File: config.mk
export PLATFORM = sky130hd
export DESIGN_NAME = pc_unit
export DESIGN_NICKNAME = d
export VERILOG_FILES = /design/src/rtl/pc_pkg.sv /design/src/rtl/pc_redirect_latch.sv /design/src/rtl/pc_unit.sv
export SDC_FILE = /design/constraint.sdc
export NUM_CORES = 1
export LEC_CHECK = 0
export BUFFER_PORTS_ARGS = -buffer_cell sky130_fd_sc_hd__buf_2
export CAP_MARGIN = 10
export CORE_MARGIN = 1
export CORE_UTILIZATION = 45
export CTS_BUF_LIST = sky130_fd_sc_hd__clkbuf_16
export DETAILED_ROUTE_END_ITERATION = 7
export MAX_ROUTING_LAYER = met4
export PLACE_DENSITY = 0.78
export SLEW_MARGIN = 40
export SYNTH_ARGS = -nofsm -noshare
export SYNTH_HDL_FRONTEND = slang
export SYNTH_SLANG_ARGS = --single-unit
File: constraint.sdc
create_clock -name clk_i -period 2.4 [get_ports clk_i]
set_input_delay 0.24 -clock clk_i [delete_from_list [all_inputs] [get_ports clk_i]]
set_output_delay 0.24 -clock clk_i [all_outputs]
set_load 0.05 [all_outputs]
File: src/rtl/pc_pkg.sv
// pc_pkg: shared types and helpers for the fetch-stage program counter.
//   pc_state_e : FSM states (idle, running, holding a pending redirect).
//   pc_src_e   : source selected for the next pc value.
//   align_lsb  : number of low pc bits that must be zero for an aligned target.
package pc_pkg;

    typedef enum logic [1:0] {
        StIdle,
        StRun,
        StHold
    } pc_state_e;

    typedef enum logic [2:0] {
        SrcNone,
        SrcSeq,
        SrcBr,
        SrcExc,
        SrcPendBr,
        SrcPendExc
    } pc_src_e;

    function automatic int unsigned align_lsb(input int unsigned inst_bytes);
        return (inst_bytes <= 1) ? 0 : $clog2(inst_bytes);
    endfunction

endpackage

File: src/rtl/pc_redirect_latch.sv
// pc_redirect_latch: holds one redirect that arrived while the pipe was stalled.
// An exception request always overwrites the entry; a branch request only
// overwrites an empty entry or a pending branch, never a pending exception.
// Ports:
//   clk_i, rst_i   clock, asynchronous active-low reset
//   clear_i        drop the entry (wins over capture_i)
//   capture_i      accept exc_i / br_i this cycle
//   exc_i          exception request (target EXC_VEC)
//   exc_mis_i      exception was caused by a misaligned branch target
//   br_i           branch request, target br_target_i
//   valid_o        entry held
//   is_exc_o       held entry is an exception
//   mis_o          held exception came from a misaligned branch
//   target_o       held target
module pc_redirect_latch
    import pc_pkg::*;
#(
    parameter int unsigned          ADDR_W  = 32,
    parameter logic [ADDR_W-1:0]    EXC_VEC = ADDR_W'(32'h0000_0080)
) (
    input  logic              clk_i,
    input  logic              rst_i,
    input  logic              clear_i,
    input  logic              capture_i,
    input  logic              exc_i,
    input  logic              exc_mis_i,
    input  logic              br_i,
    input  logic [ADDR_W-1:0] br_target_i,
    output logic              valid_o,
    output logic              is_exc_o,
    output logic              mis_o,
    output logic [ADDR_W-1:0] target_o
);

    logic              valid_q, valid_d;
    logic              is_exc_q, is_exc_d;
    logic              mis_q, mis_d;
    logic [ADDR_W-1:0] target_q, target_d;

    always_comb begin
        valid_d  = valid_q;
        is_exc_d = is_exc_q;
        mis_d    = mis_q;
        target_d = target_q;
        if (clear_i) begin
            valid_d  = 1'b0;
            is_exc_d = 1'b0;
            mis_d    = 1'b0;
            target_d = '0;
        end else if (capture_i) begin
            if (exc_i) begin
                valid_d  = 1'b1;
                is_exc_d = 1'b1;
                mis_d    = exc_mis_i;
                target_d = EXC_VEC;
            end else if (br_i && !(valid_q && is_exc_q)) begin
                valid_d  = 1'b1;
                is_exc_d = 1'b0;
                mis_d    = 1'b0;
                target_d = br_target_i;
            end
        end
    end

    always_ff @(posedge clk_i or negedge rst_i) begin
        if (!rst_i) begin
            valid_q  <= 1'b0;
            is_exc_q <= 1'b0;
            mis_q    <= 1'b0;
            target_q <= '0;
        end else begin
            valid_q  <= valid_d;
            is_exc_q <= is_exc_d;
            mis_q    <= mis_d;
            target_q <= target_d;
        end
    end

    assign valid_o  = valid_q;
    assign is_exc_o = is_exc_q;
    assign mis_o    = mis_q;
    assign target_o = target_q;

endmodule

File: src/rtl/pc_unit.sv
// pc_unit: program counter at the head of the fetch stage.
// Sequential fetch, prioritised exception/branch redirects, any-of-N stall,
// and a pending-redirect latch so redirects arriving during a stall survive.
// Optional macro PC_ALIGN_CHECK_EN: misaligned branch targets become exception
// redirects and misalign_o pulses when one is applied; without it the low
// alignment bits of the branch target are forced to zero.
// Ports:
//   clk_i, rst_i     clock, asynchronous active-low reset
//   start_i          run enable; low returns to idle at RESET_VEC
//   stall_i          stall requests, any bit set freezes pc_o
//   br_valid_i       branch redirect, target br_target_i
//   exc_valid_i      exception redirect, target EXC_VEC
//   pc_o             current fetch address
//   pc_seq_o         pc_o + INST_BYTES (wraps)
//   pc_valid_o       fetch address valid (running or holding)
//   redirect_pend_o  a redirect is waiting for the stall to clear
//   misalign_o       (PC_ALIGN_CHECK_EN only) misaligned-target exception applied
module pc_unit
    import pc_pkg::*;
#(
    parameter int unsigned       ADDR_W     = 32,
    parameter logic [ADDR_W-1:0] RESET_VEC  = '0,
    parameter logic [ADDR_W-1:0] EXC_VEC    = ADDR_W'(32'h0000_0080),
    parameter int unsigned       INST_BYTES = 4,
    parameter int unsigned       NUM_STALL  = 2
) (
    input  logic                 clk_i,
    input  logic                 rst_i,
    input  logic                 start_i,
    input  logic [NUM_STALL-1:0] stall_i,
    input  logic                 br_valid_i,
    input  logic [ADDR_W-1:0]    br_target_i,
    input  logic                 exc_valid_i,
    output logic [ADDR_W-1:0]    pc_o,
    output logic [ADDR_W-1:0]    pc_seq_o,
    output logic                 pc_valid_o,
    output logic                 redirect_pend_o
`ifdef PC_ALIGN_CHECK_EN
    ,
    output logic                 misalign_o
`endif
);

    localparam int unsigned       AlignLsb  = align_lsb(INST_BYTES);
    // All-zero when INST_BYTES is 1, which disables alignment handling.
    localparam logic [ADDR_W-1:0] AlignMask =
        (AlignLsb == 0) ? '0 : ADDR_W'((64'd1 << AlignLsb) - 64'd1);

    pc_state_e         state_q;
    logic [ADDR_W-1:0] pc_q, pc_seq, pc_next, br_tgt;
    logic              pc_valid_q;
    logic              stall, br_ok, exc_req, exc_mis;
    pc_src_e           src;

    logic              pend_valid, pend_exc, pend_mis;
    logic [ADDR_W-1:0] pend_target;

    assign stall  = |stall_i;
    assign pc_seq = pc_q + ADDR_W'(INST_BYTES);

`ifdef PC_ALIGN_CHECK_EN
    logic br_mis;
    logic mis_next;
    logic misalign_q;

    assign br_mis  = |(br_target_i & AlignMask);
    assign br_ok   = br_valid_i & ~br_mis;
    assign exc_req = exc_valid_i | (br_valid_i & br_mis);
    // A real exception in the same cycle is the cause, not the misalignment.
    assign exc_mis = br_valid_i & br_mis & ~exc_valid_i;
    assign br_tgt  = br_target_i;
    assign mis_next = ((src == SrcExc) & exc_mis) | ((src == SrcPendExc) & pend_mis);
`else
    logic unused_pend_mis;

    assign br_ok   = br_valid_i;
    assign exc_req = exc_valid_i;
    assign exc_mis = 1'b0;
    assign br_tgt  = br_target_i & ~AlignMask;
    assign unused_pend_mis = pend_mis;
`endif

    // Next-pc source; the HOLD exit never falls back to the sequential address.
    always_comb begin
        src = SrcNone;
        unique case (state_q)
            StRun: begin
                if (!stall) begin
                    src = exc_req ? SrcExc : (br_ok ? SrcBr : SrcSeq);
                end
            end
            StHold: begin
                if (!stall) begin
                    src = exc_req  ? SrcExc     :
                          pend_exc ? SrcPendExc :
                          br_ok    ? SrcBr      : SrcPendBr;
                end
            end
            default: src = SrcNone;
        endcase
    end

    always_comb begin
        pc_next = pc_q;
        unique case (src)
            SrcSeq:             pc_next = pc_seq;
            SrcBr:              pc_next = br_tgt;
            SrcExc, SrcPendExc: pc_next = EXC_VEC;
            SrcPendBr:          pc_next = pend_target;
            default:            pc_next = pc_q;
        endcase
    end

    always_ff @(posedge clk_i or negedge rst_i) begin
        if (!rst_i) begin
            state_q    <= StIdle;
            pc_q       <= RESET_VEC;
            pc_valid_q <= 1'b0;
`ifdef PC_ALIGN_CHECK_EN
            misalign_q <= 1'b0;
`endif
        end else begin
`ifdef PC_ALIGN_CHECK_EN
            misalign_q <= 1'b0;
`endif
            unique case (state_q)
                StRun, StHold: begin
                    if (!start_i) begin
                        state_q    <= StIdle;
                        pc_q       <= RESET_VEC;
                        pc_valid_q <= 1'b0;
                    end else if (stall) begin
                        if (state_q == StRun && (exc_req || br_ok)) begin
                            state_q <= StHold;
                        end
                    end else begin
                        state_q <= StRun;
                        pc_q    <= pc_next;
`ifdef PC_ALIGN_CHECK_EN
                        misalign_q <= mis_next;
`endif
                    end
                end
                default: begin
                    pc_q <= RESET_VEC;
                    if (start_i) begin
                        state_q    <= StRun;
                        pc_valid_q <= 1'b1;
                    end
                end
            endcase
        end
    end

    pc_redirect_latch #(
        .ADDR_W  (ADDR_W),
        .EXC_VEC (EXC_VEC)
    ) u_latch (
        .clk_i       (clk_i),
        .rst_i       (rst_i),
        .clear_i     ((state_q != StIdle) && (!start_i || !stall)),
        .capture_i   ((state_q != StIdle) && start_i && stall),
        .exc_i       (exc_req),
        .exc_mis_i   (exc_mis),
        .br_i        (br_ok),
        .br_target_i (br_tgt),
        .valid_o     (pend_valid),
        .is_exc_o    (pend_exc),
        .mis_o       (pend_mis),
        .target_o    (pend_target)
    );

    assign pc_o            = pc_q;
    assign pc_seq_o        = pc_seq;
    assign pc_valid_o      = pc_valid_q;
    assign redirect_pend_o = pend_valid;
`ifdef PC_ALIGN_CHECK_EN
    assign misalign_o      = misalign_q;
`endif

endmodule

==> flow_summary.toml <==
[status]
status = "finished with violations"
violations = "setup timing"

[drt]
routed_wl_mm = 12.8
wl_per_cell_um = 19.2
via_per_inst = 6.27
antenna_left = 0
vias = 4204
drc = 0
dr.pass1.iters = 5
first_iter_violations = 322

[floorplanning]
die_x_um = 97.4
rows = 34
pin_count = 105
dieArea_mm2 = 0.00949
dieHeight_um = 97.4
initial_core_util_pct = 46.8
coreArea_mm2 = 0.00876

[clock_tree]
cts_buffers = 9
cts_tree = "yes"
clk_pin_slew_ns = 0.05
clk_latency_ns = 0.33
clockRootBuffer = "clkbuf_16"
cts_max_level = 3
clock_path_buffers = 2
numClockSinks = 65

[timing]
min_period_ns = 2.43
setup_viol = 2
rsz0062_at_grt = "yes"
max_freq_ghz = 0.411
hold_viol = 0
period_share_pct = 101
maxSlewViolCount = 0
fin_ws_ns = -0.0324
finalClockSkew_ns = 0.00492

[power_and_ir_drop]
powerDensity_mw_per_mm2 = 754
power_frac_clock_pct = 30.1
seqPwrFrac_pct = 37.2
p_sw_uw = 1480
ir_worst_vdd_mv = 0.609
switching_share_pct = 35.4
intPower_uw = 2690
p_comb_share_pct = 32.7
cellLeakagePower_uw = 0.00261

[setup_path]
crit_family = "simple AND/OR/NAND/NOR gates"
path_cells = "and4_4, nand4_1, or4_4, a21o_1, buf_2"
worstSetupStartpointType = "register"
slowest_stage = "or4_4"
cp_num_buf_inv = 1
worstSetupPathType = "reg -> out"
worstSetupEndpointType = "output pin"
critical_path_arrival_ns = 2.19
crit_required_ns = 2.16
slowest_delay_ns = 0.54
path_max_fanout = 5

[finish]
fillerInstances = 684
final_layout_size_suffix_gt1_share_pct = 38.8
mostFrequentLayoutCell = "buf_2"
syn_to_final_growth_pct = 34.8
layout.cells.non_filler = 670
final_util_pct = 63.0
nNetsFinal = 602
antenna_cells = 0
layout_common_cells = "buf_2, dfrtp_1, buf_4, a22o_1"
finalInstanceArea_mm2 = 0.00553

[synth]
synth-edff-count = 0
synthCells = 433
synth_seq_cells = 65
synth_warnings = 0
synth_cell_types = 71
yosysTopAreaCellShare_pct = 39.7
synthesis.area_mm2 = 0.00410
synth_flop_cell = "dfrtp_1"
avgSynthCellArea_um2 = 9.46
yosysSeqAreaShare_pct = 39.7
synth_top_area_cell = "dfrtp_1"
synthTopCellsByArea = "dfrtp_1, a22o_1, xnor2_1"
synth-async-reset-ratio_pct = 100

[global_routing]
grt_pass1_wl_mm = 20.1
antenna_found_initial = 0
grt.total_usage_pct = 27.2
gr-total-overflow = 0
grt_pass1_vias = 4052
grt_max_degree = 35

[place]
io_buffers = 98
hpwl_mm = 8.80
dp.cells = 637
gp_congestion = 0.920
postPlaceCellArea_mm2 = 0.00496

[min_path]
hp-class = "in -> reg"

[run]
maxCapViolations = 0
[cell families after synthesis]
family | share of synthesized area [%]
simple gates | 17.6
flops | 39.7
fa+ha+maj | 1.83
other cells | 0.0915
buf+inv | 6.87
mux | 0.519
xor+xnor | 5.56
compound gates | 27.8
[metal layers]
| metal | global-route usage [%] | up-vias | share of wire [%] |
|---|---|---|---|
| met5 | - | - | 0 |
| met4 | 11.9 | 0 | 3.0 |
| met3 | 6.19 | 36 | 7.7 |
| met2 | 42.1 | 239 | 48 |
| met1 | 34.4 | 2061 | 42 |
| li1 | - | 1868 | - |
[through the flow]
| stage | setup WS [ns] | setup TNS [ns] | hold slack [ns] | total power [uW] |
|---|---|---|---|---|
| global placement | 0.0634 | 0 | 0.208 | 2800 |
| floorplan | -0.0836 | -0.167 | -0.0556 | 2460 |
| global route | -0.104 | -0.650 | 0.147 | 4360 |
| detailed placement | -0.0520 | -0.242 | 0.205 | 2870 |
| finish | -0.0324 | -0.0366 | 0.141 | 4170 |
| CTS | -0.0352 | -0.0352 | 0.142 | 4130 |
[synth_stat cells (all sizes together), types with 8 or more instances]
cell / count
dfrtp: 65
a22o: 39
nor2: 30
nand2: 29
o21ai: 26
a22oi: 21
inv: 21
buf: 20
nand3: 19
xnor2: 19
clkbuf: 14
a21oi: 12
nand4: 9
and4: 8
nor3: 8
[sequential cells by signal, summed over array words and instances (netlist names)]
register          count
pc_valid_o            1
u_latch.valid_o       1
u_latch.is_exc_o      1
state_q               2
pc_o                 30
u_latch.target_o     30
[cell type report]
type | instances | area (um2) | area share [%]
clock buffer | 9 | 225 | 4.08
clock inverter | 7 | 53.8 | 0.974
inverter | 21 | 78.8 | 1.43
multi-input combinational | 316 | 2470 | 44.7
sequential | 65 | 1640 | 29.7
tap | 108 | 135 | 2.45
timing repair buffer | 144 | 925 | 16.7
[power groups by stage]
stage          Combinational, uW  Sequential (uW)  Clock [uW]
2_1_floorplan                870             1590           0
3_3_place_gp                1260             1540           0
3_5_place_dp                1320             1560           0
4_1_cts                     1340             1540        1250
5_1_grt                     1470             1570        1310
6_report                    1360             1550        1250
[what timing repair did]
item                       in CTS  in global routing
hold buffers                    1                  0
pin swaps                       2                  9
buffers inserted                8                  7
gates cloned                    0                  1
setup endpoints to repair      23                 27
hold endpoints to repair       17                  0
gates resized for setup        12                 39
[worst paths after layout]
check | endpoint | startpoint | depth (start not counted) | slack, ns
setup / recovery | pc_seq_o[27] | pc_o[19]$_DFFE_PN0P_ | 5 | -0.03
hold / removal | u_latch.target_o[19]$_DFFE_PN0P_ | br_target_i[19] | 2 | 0.14
setup reg to reg | pc_o[4]$_DFFE_PN0P_ | state_q[0]$_DFFE_PN0P_ | 9 | 0.03
hold reg to reg | u_latch.target_o[7]$_DFFE_PN0P_ | u_latch.target_o[7]$_DFFE_PN0P_ | 2 | 0.49
max in group asynchronous | pc_o[4]$_DFFE_PN0P_ | rst_i | 3 | 1.26
min in group asynchronous | pc_o[17]$_DFFE_PN0P_ | rst_i | 2 | 0.39
No activity file was read; power rests on OpenSTA's default activity.
